File: src/rtl/div_operand_align.sv
// Pairs each dividend with the reciprocal of its divisor returned by a fixed-latency unit.
// Latency: first out_valid LAT+2 cycles after accept; in_ready drops at DEPTH outstanding or while draining.
module div_operand_align #(
    parameter int DEPTH = 16,
    parameter int LAT   = 9
) (
    input  logic        CLK,
    input  logic        nRST,
    input  logic        in_valid,
    output logic        in_ready,
    input  logic [31:0] in_a,
    input  logic [31:0] in_b,
    output logic        rec_valid,
    output logic [31:0] rec_data,
    input  logic        rec_result_valid,
    input  logic [31:0] rec_result_data,
    output logic        out_valid,
    input  logic        out_ready,
    output logic [31:0] out_a,
    output logic [31:0] out_recip,
    output logic        out_dbz,
    output logic        align_err
);

    localparam int PW = (DEPTH > 1) ? $clog2(DEPTH) : 1;
    localparam int CW = PW + 1;
    localparam int DW = $clog2(LAT + 2);
    localparam logic [CW-1:0] FULL_CNT  = CW'(DEPTH);
    localparam logic [DW-1:0] DRAIN_CYC = DW'(LAT + 1);

    logic [CW-1:0] r_count;
    logic [CW-1:0] r_res_cnt;
    logic [PW-1:0] r_div_wr;
    logic [PW-1:0] r_div_rd;
    logic [PW-1:0] r_res_wr;
    logic [PW-1:0] r_res_rd;
    logic [32:0]   r_div_mem [DEPTH];
    logic [31:0]   r_res_mem [DEPTH];
    logic [DW-1:0] r_drain_cnt;
    logic          r_rec_vld;
    logic [31:0]   r_rec_dat;
    logic          r_out_vld;
    logic [31:0]   r_out_a;
    logic [31:0]   r_out_recip;
    logic          r_out_dbz;
    logic          r_align_err;

    logic          w_draining;
    logic          w_acc;
    logic          w_pop;
    logic          w_res_req;
    logic          w_res_drop;
    logic          w_res_wr;
    logic          w_dbz;
    logic [CW-1:0] w_count_nxt;
    logic [CW-1:0] w_res_cnt_nxt;
    logic [CW-1:0] w_div_left;
    logic [CW-1:0] w_res_left;
    logic [PW-1:0] w_div_rd_nxt;
    logic [PW-1:0] w_res_rd_nxt;
    logic [32:0]   w_div_head;
    logic [31:0]   w_res_head;
    logic          w_out_vld_nxt;

    // Results still in flight from before reset come back during the drain window and are discarded.
    assign w_draining = (r_drain_cnt != '0);
    assign in_ready   = (r_count < FULL_CNT) && !w_draining && nRST;

    always_comb begin
        w_acc         = in_valid && in_ready;
        w_pop         = r_out_vld && out_ready;
        w_dbz         = (in_b[30:0] == 31'd0);
        w_res_req     = rec_result_valid && !w_draining;
        w_res_drop    = w_res_req && ((r_count == '0) || (r_res_cnt == FULL_CNT));
        w_res_wr      = w_res_req && !w_res_drop;
        w_div_left    = r_count - CW'(w_pop);
        w_res_left    = r_res_cnt - CW'(w_pop);
        w_count_nxt   = w_div_left + CW'(w_acc);
        w_res_cnt_nxt = w_res_left + CW'(w_res_wr);
        w_div_rd_nxt  = r_div_rd + PW'(w_pop);
        w_res_rd_nxt  = r_res_rd + PW'(w_pop);
        w_out_vld_nxt = (w_count_nxt != '0) && (w_res_cnt_nxt != '0);
        // An entry written into an otherwise-empty FIFO becomes the head in the same cycle.
        w_div_head    = (w_acc && (w_div_left == '0)) ? {in_a, w_dbz} : r_div_mem[w_div_rd_nxt];
        w_res_head    = (w_res_wr && (w_res_left == '0)) ? rec_result_data : r_res_mem[w_res_rd_nxt];
    end

    always_ff @(posedge CLK) begin
        if (w_acc) begin
            r_div_mem[r_div_wr] <= {in_a, w_dbz};
        end
        if (w_res_wr) begin
            r_res_mem[r_res_wr] <= rec_result_data;
        end
    end

    always_ff @(posedge CLK) begin
        if (!nRST) begin
            r_count     <= '0;
            r_res_cnt   <= '0;
            r_div_wr    <= '0;
            r_div_rd    <= '0;
            r_res_wr    <= '0;
            r_res_rd    <= '0;
            r_drain_cnt <= DRAIN_CYC;
            r_rec_vld   <= 1'b0;
            r_rec_dat   <= '0;
            r_out_vld   <= 1'b0;
            r_out_a     <= '0;
            r_out_recip <= '0;
            r_out_dbz   <= 1'b0;
            r_align_err <= 1'b0;
        end else begin
            if (w_draining) begin
                r_drain_cnt <= r_drain_cnt - DW'(1);
            end
            r_count     <= w_count_nxt;
            r_res_cnt   <= w_res_cnt_nxt;
            r_div_wr    <= r_div_wr + PW'(w_acc);
            r_res_wr    <= r_res_wr + PW'(w_res_wr);
            r_div_rd    <= w_div_rd_nxt;
            r_res_rd    <= w_res_rd_nxt;
            r_rec_vld   <= w_acc;
            if (w_acc) begin
                r_rec_dat <= in_b;
            end
            r_out_vld   <= w_out_vld_nxt;
            r_out_a     <= w_out_vld_nxt ? w_div_head[32:1] : 32'd0;
            r_out_dbz   <= w_out_vld_nxt ? w_div_head[0]    : 1'b0;
            r_out_recip <= w_out_vld_nxt ? w_res_head       : 32'd0;
            r_align_err <= r_align_err || w_res_drop;
        end
    end

    assign rec_valid = r_rec_vld;
    assign rec_data  = r_rec_dat;
    assign out_valid = r_out_vld;
    assign out_a     = r_out_a;
    assign out_recip = r_out_recip;
    assign out_dbz   = r_out_dbz;
    assign align_err = r_align_err;

endmodule

File: config.mk
export PLATFORM = sky130hd
export DESIGN_NAME = div_operand_align
export DESIGN_NICKNAME = d
export VERILOG_FILES = /design/src/rtl/div_operand_align.sv
export SDC_FILE = /design/constraint.sdc
export NUM_CORES = 1
export LEC_CHECK = 0
export CORE_UTILIZATION = 30
export CTS_BUF_LIST = sky130_fd_sc_hd__clkbuf_8
export CTS_CLUSTER_SIZE = 8
export DETAILED_ROUTE_END_ITERATION = 10
export GPL_TIMING_DRIVEN = 0
export PLACE_DENSITY = 0.48
export SYNTH_ARGS = -nofsm -noshare
export SYNTH_HDL_FRONTEND = slang
export SYNTH_SLANG_ARGS = --single-unit
File: constraint.sdc
create_clock -name CLK -period 6.6 [get_ports CLK]
set_input_delay 1.98 -clock CLK [delete_from_list [all_inputs] [get_ports CLK]]
set_output_delay 1.98 -clock CLK [all_outputs]
set_load 0.1 [all_outputs]
Yosys cells after proc, flatten, opt, wreduce, memory -nomap -nowiden
Memory sizes are Yosys's and may differ from the RTL's.
Index checks and enable logic that the tools add are counted.
{"block": "word_totals", "reg_bits": 130, "ramBits": 1040, "inputBits": 101, "mem_count": 2}
{"name": "r_div_mem", "depth": 16, "width": 33, "rd": 1, "rd_clocked_by_memory_dff": 0, "wr": 1, "line": "37", "text": "logic [32:0] r_div_mem [DEPTH];"}
{"name": "r_res_mem", "depth": 16, "width": 32, "rd": 1, "rd_clocked_by_memory_dff": 0, "wr": 1, "line": "38", "text": "logic [31:0] r_res_mem [DEPTH];"}
{"block": "classes", "addsub": 9, "order_cmp": 1, "eq_ne": 1, "n_mux": 6, "n_reduce_logical": 22}
{"cell": "$mux 33", "count": 1}
{"cell": "$mux 32", "count": 1}
{"cell": "$logic_not 31->1", "count": 1}
{"cell": "$add 4x1->4", "count": 4}
{"cell": "$logic_not 5->1", "count": 3}
{"cell": "$add 5x1->5", "count": 2}
{"cell": "$logic_and 1x1->1", "count": 10}
{"cell": "$reduce_bool 5->1", "count": 2}
{"cell": "$sub 5x1->5", "count": 2}
{"cell": "$eq 5x5->1 const B", "count": 1}
{"cell": "$lt 5x5->1 const B", "count": 1}
{"cell": "$mux 1", "count": 4}
{"cell": "$reduce_bool 4->1", "count": 1}
{"cell": "$sub 4x1->4 const B", "count": 1}
{"cell": "$logic_not 1->1", "count": 2}
{"cell": "$logic_or 1x1->1", "count": 2}
{"cell": "$reduce_and 2->1", "count": 1}

Logic depth before layout (Yosys ltp)
Gate-level depths: netlist of the first run.
{"block": "depth", "depth_word": 10, "depth_mapped": 15, "depth_no_buf": 12}

Least setup slack after synthesis of the first run
No wires, ideal clock.
{"block": "synth_path", "kind": "input port to output port", "from": "input port nRST", "to": "output port in_ready", "t_arrival_ns": 4.439, "slack_ns": 0.181, "stages": 2, "cell_sequence": "clkbuf_1 > nor3b_1"}
{"block": "synth_between", "elab_chain_len": 1}
{"item": "start, declared", "line": "8", "text": "input logic nRST,"}
{"item": "$logic_and 1x1->1", "line": "67", "text": "assign in_ready = (r_count < FULL_CNT) && !w_draining && nRST;"}
{"item": "end, declared", "line": "10", "text": "output logic in_ready,"}
No other way between the ends.

Worst setup path in the final report of the first run
Ends and elaborated chain as after synthesis.

==> results of run 1 <==
[routing by layer]
metal	track usage [%]	vias up	part of all wire, %
li1	-	10400	-
met1	20.5	12500	43
met2	26.5	649	49
met3	3.41	202	5.7
met4	4.97	18	2.3
met5	0	-	0.092
[registers in the layout, summed over array words and instances, names as in the netlist, 4 cells and up]
signal / flops
r_res_cnt: 5
r_div_wr: 4
r_div_rd: 4
out_recip: 32
r_count: 5
r_res_mem: 512
r_div_mem: 528
r_res_wr: 4
out_a: 32
r_res_rd: 4
r_drain_cnt: 4
rec_data: 32
[logic make-up after synthesis]
| kind of cell | after synthesis |
|---|---|
| adders and majority gates | 18 |
| xor gates and xnor gates | 22 |
| DFF | 1170 |
| muxes | 359 |
| buffers and inverters | 154 |
| AOI/OAI and AO/OA | 148 |
| and+or+nand+nor | 488 |
[power by group through the flow]
stage	combinational (mW)	sequential, mW	clock, mW
6_report	0.232	8.07	6.16
5_1_grt	0.252	8.06	6.66
4_1_cts	0.235	8.07	6.34
3_5_place_dp	0.234	8.22	0
3_3_place_gp	0.221	8.22	0
2_1_floorplan	0.0371	8.23	0
[stage by stage]
step                      area (µm²)  std cells  power [mW]  util [%]
final                          54700       4982        14.5      36.8
after global placement         49600       4562        8.44      33.4
after detailed placement       50900       4619        8.45      34.2
after CTS                      54600       4979        14.6      36.8
after floorplan                45100       2359        8.27         -
after global routing           54600       4980        15.0      36.8
[layout by cell type, fill, tap and decap left out, types with 22 or more instances in the layout]
master | netlist | routed
inv_1 | 14 | 92
nand3_1 | 136 | 136
mux2i_1 | 99 | 99
clkdlybuf4s50_1 | 0 | 200
nor2_4 | 0 | 24
mux4_2 | 260 | 260
o21ai_0 | 32 | 32
buf_4 | 22 | 22
and2_1 | 27 | 27
clkinv_1 | 0 | 35
dfxtp_1 | 130 | 130
buf_6 | 0 | 26
a21boi_0 | 33 | 33
clkbuf_1 | 59 | 59
nand2_1 | 230 | 230
buf_2 | 51 | 51
a211oi_1 | 65 | 65
edfxtp_1 | 1040 | 1040
clkbuf_8 | 0 | 220
[layout make-up]
type	count	area [µm²]	area share, %
sequential	1170	33800	61.9
multi-input combinational	1035	10800	19.8
clock buffer	220	3030	5.54
timing repair buffer	258	3000	5.49
tap	2002	2500	4.58
clock inverter	140	762	1.39
buffer	139	668	1.22
inverter	15	56.3	0.103
antenna	3	7.51	0.0137
[worst paths after layout]
check	startpoint	slack, ps	to
min reg2reg	rec_data[30]	470	rec_data[30]
max reg2reg	r_drain_cnt[0]	1410	out_recip[0]
min	rec_data[30]	470	rec_data[30]
max	nRST	210	in_ready
[repair_timing]
action,4_1_cts,5_1_grt
resized for setup,5,0
setup endpoints to repair,1,0
hold buffers,0,0
[worst max-delay path, cell delays in order]
cell	delay, ps
clkdlybuf4s50_1	740
clkbuf_1	540
nor3b_2	510
clkdlybuf4s15_2	630
==> impl_metrics.ini, run 1 <==
[outcome]
status = completed

[die]
coreArea_mm2 = 0.149
num_io_pins = 202
rows = 141
die_w_um = 390
initial_utilization_pct = 30.4
die_h_um = 390
dieArea_mm2 = 0.152

[synth]
synth_area_mm2 = 0.0451
yosysSeqAreaShare_pct = 75.0
synth_ff_type = edfxtp_1
synth_top_area_share_pct = 69.2
syn_avg_cell_area_um2 = 19.1
synth_top_family_by_area = multiplexers
synth_cell_type_count = 48
synth_seq_cells = 1170
synthMuxAreaShare_pct = 15.2
yosysMostFrequentCell = edfxtp_1
syn-num-nets = 2478
synth_warnings = 0
synth.area.top_cells = edfxtp_1, mux4_2, dfxtp_1
synth_cells = 2359
synth_xor_area_share_pct = 0.427
yosys.area_share.simple_pct = 5.01
synth_common_cells = edfxtp_1, mux4_2, nand2_1
synth_fa_ha_area_share_pct = 0.499
async_reset_ff_share_pct = 0
synth_edf_count = 1040
synth-compound-area-share_pct = 2.31
netlist.top_cell.by_area = edfxtp_1

[routing]
drt_iter0_drc = 1715
drt-vias-per-instance = 4.77
drtAntennaViolNets = 0
wire_per_inst_um = 24.1
wirelength_um = 120000
route.vias.total = 23800
drc = 0
first_pass_iters = 7

[finish]
drive_above_1_share_pct = 22.9
synthToLayoutAreaGrowth_pct = 21.1
fillCellCount = 13900
fin_nets = 2933

[pwr]
power_density_mw_per_mm2 = 265
seqPwrFrac_pct = 55.8
ir_worst_vdd_mv = 0.153
p_sw_share_pct = 21.3
p_int_mw = 11.4
power_leakage_nw = 17.3
switchingPower_mw = 3.08
pwr-share-clk_pct = 42.6
combPwrFrac_pct = 1.6

[clocking]
clk_latency_ps = 910
root_buffer = clkbuf_8
cts_sinks = 1170
cts_setup_buffers = 0
cts_buffer_depth = 3
numCtsBuffers = 195
htree_levels = 4
cts_tree = done
path_clk_slew_ps = 60

[sta]
drv_slew = 0
rsz0062_at_grt = false
fin_hold_ws_ps = 468
maxSlewHeadroom_pct = 10.1
fin_tns_setup_ps = 0
clock.fmax_mhz = 156
tightest_slew_ps = 1340
hold_viol = 0
setup_ws_ps = 207
period_share_pct = 96.9
min_period_ps = 6390
setup_violations = 0
skew_ps = 48.6

[worst_setup_path]
start_kind = input port
cp.arrival_ps = 4410
crit_required_ps = 4620
ff2ff_path_depth = 14
crit_type = in -> out
worstPathMaxFanout = 10
cp-end-kind = primary output

[min_path]
hp-class = reg -> reg
min_path_cells = 2

[global_routing]
grt_first_pass_wirelength_um = 174000
grt_pass1_vias = 25600
grt_max_degree = 21
antenna_found_initial = 13
grt_overflow_total = 0
grt_usage_pct = 15.9

[placed_design]
dp_hpwl_um = 80300
dp_slack_ps = -697
portBuffers = 201
gp_congestion = 0.746

[flow_run]
max_cap_violations = 0
No activity file was read; power rests on OpenSTA's default activity.
==> run 2: changes to the inputs <==
--- a/config.mk
+++ b/config.mk
@@ -9,6 +9,7 @@
 export CTS_BUF_LIST = sky130_fd_sc_hd__clkbuf_8
 export CTS_CLUSTER_SIZE = 8
 export DETAILED_ROUTE_END_ITERATION = 10
+export GPL_ROUTABILITY_DRIVEN = 0
 export GPL_TIMING_DRIVEN = 0
 export PLACE_DENSITY = 0.48
 export SYNTH_ARGS = -nofsm -noshare
==> results of run 2 <==
Final layout, timing and power as in run 1 (identical DEF).
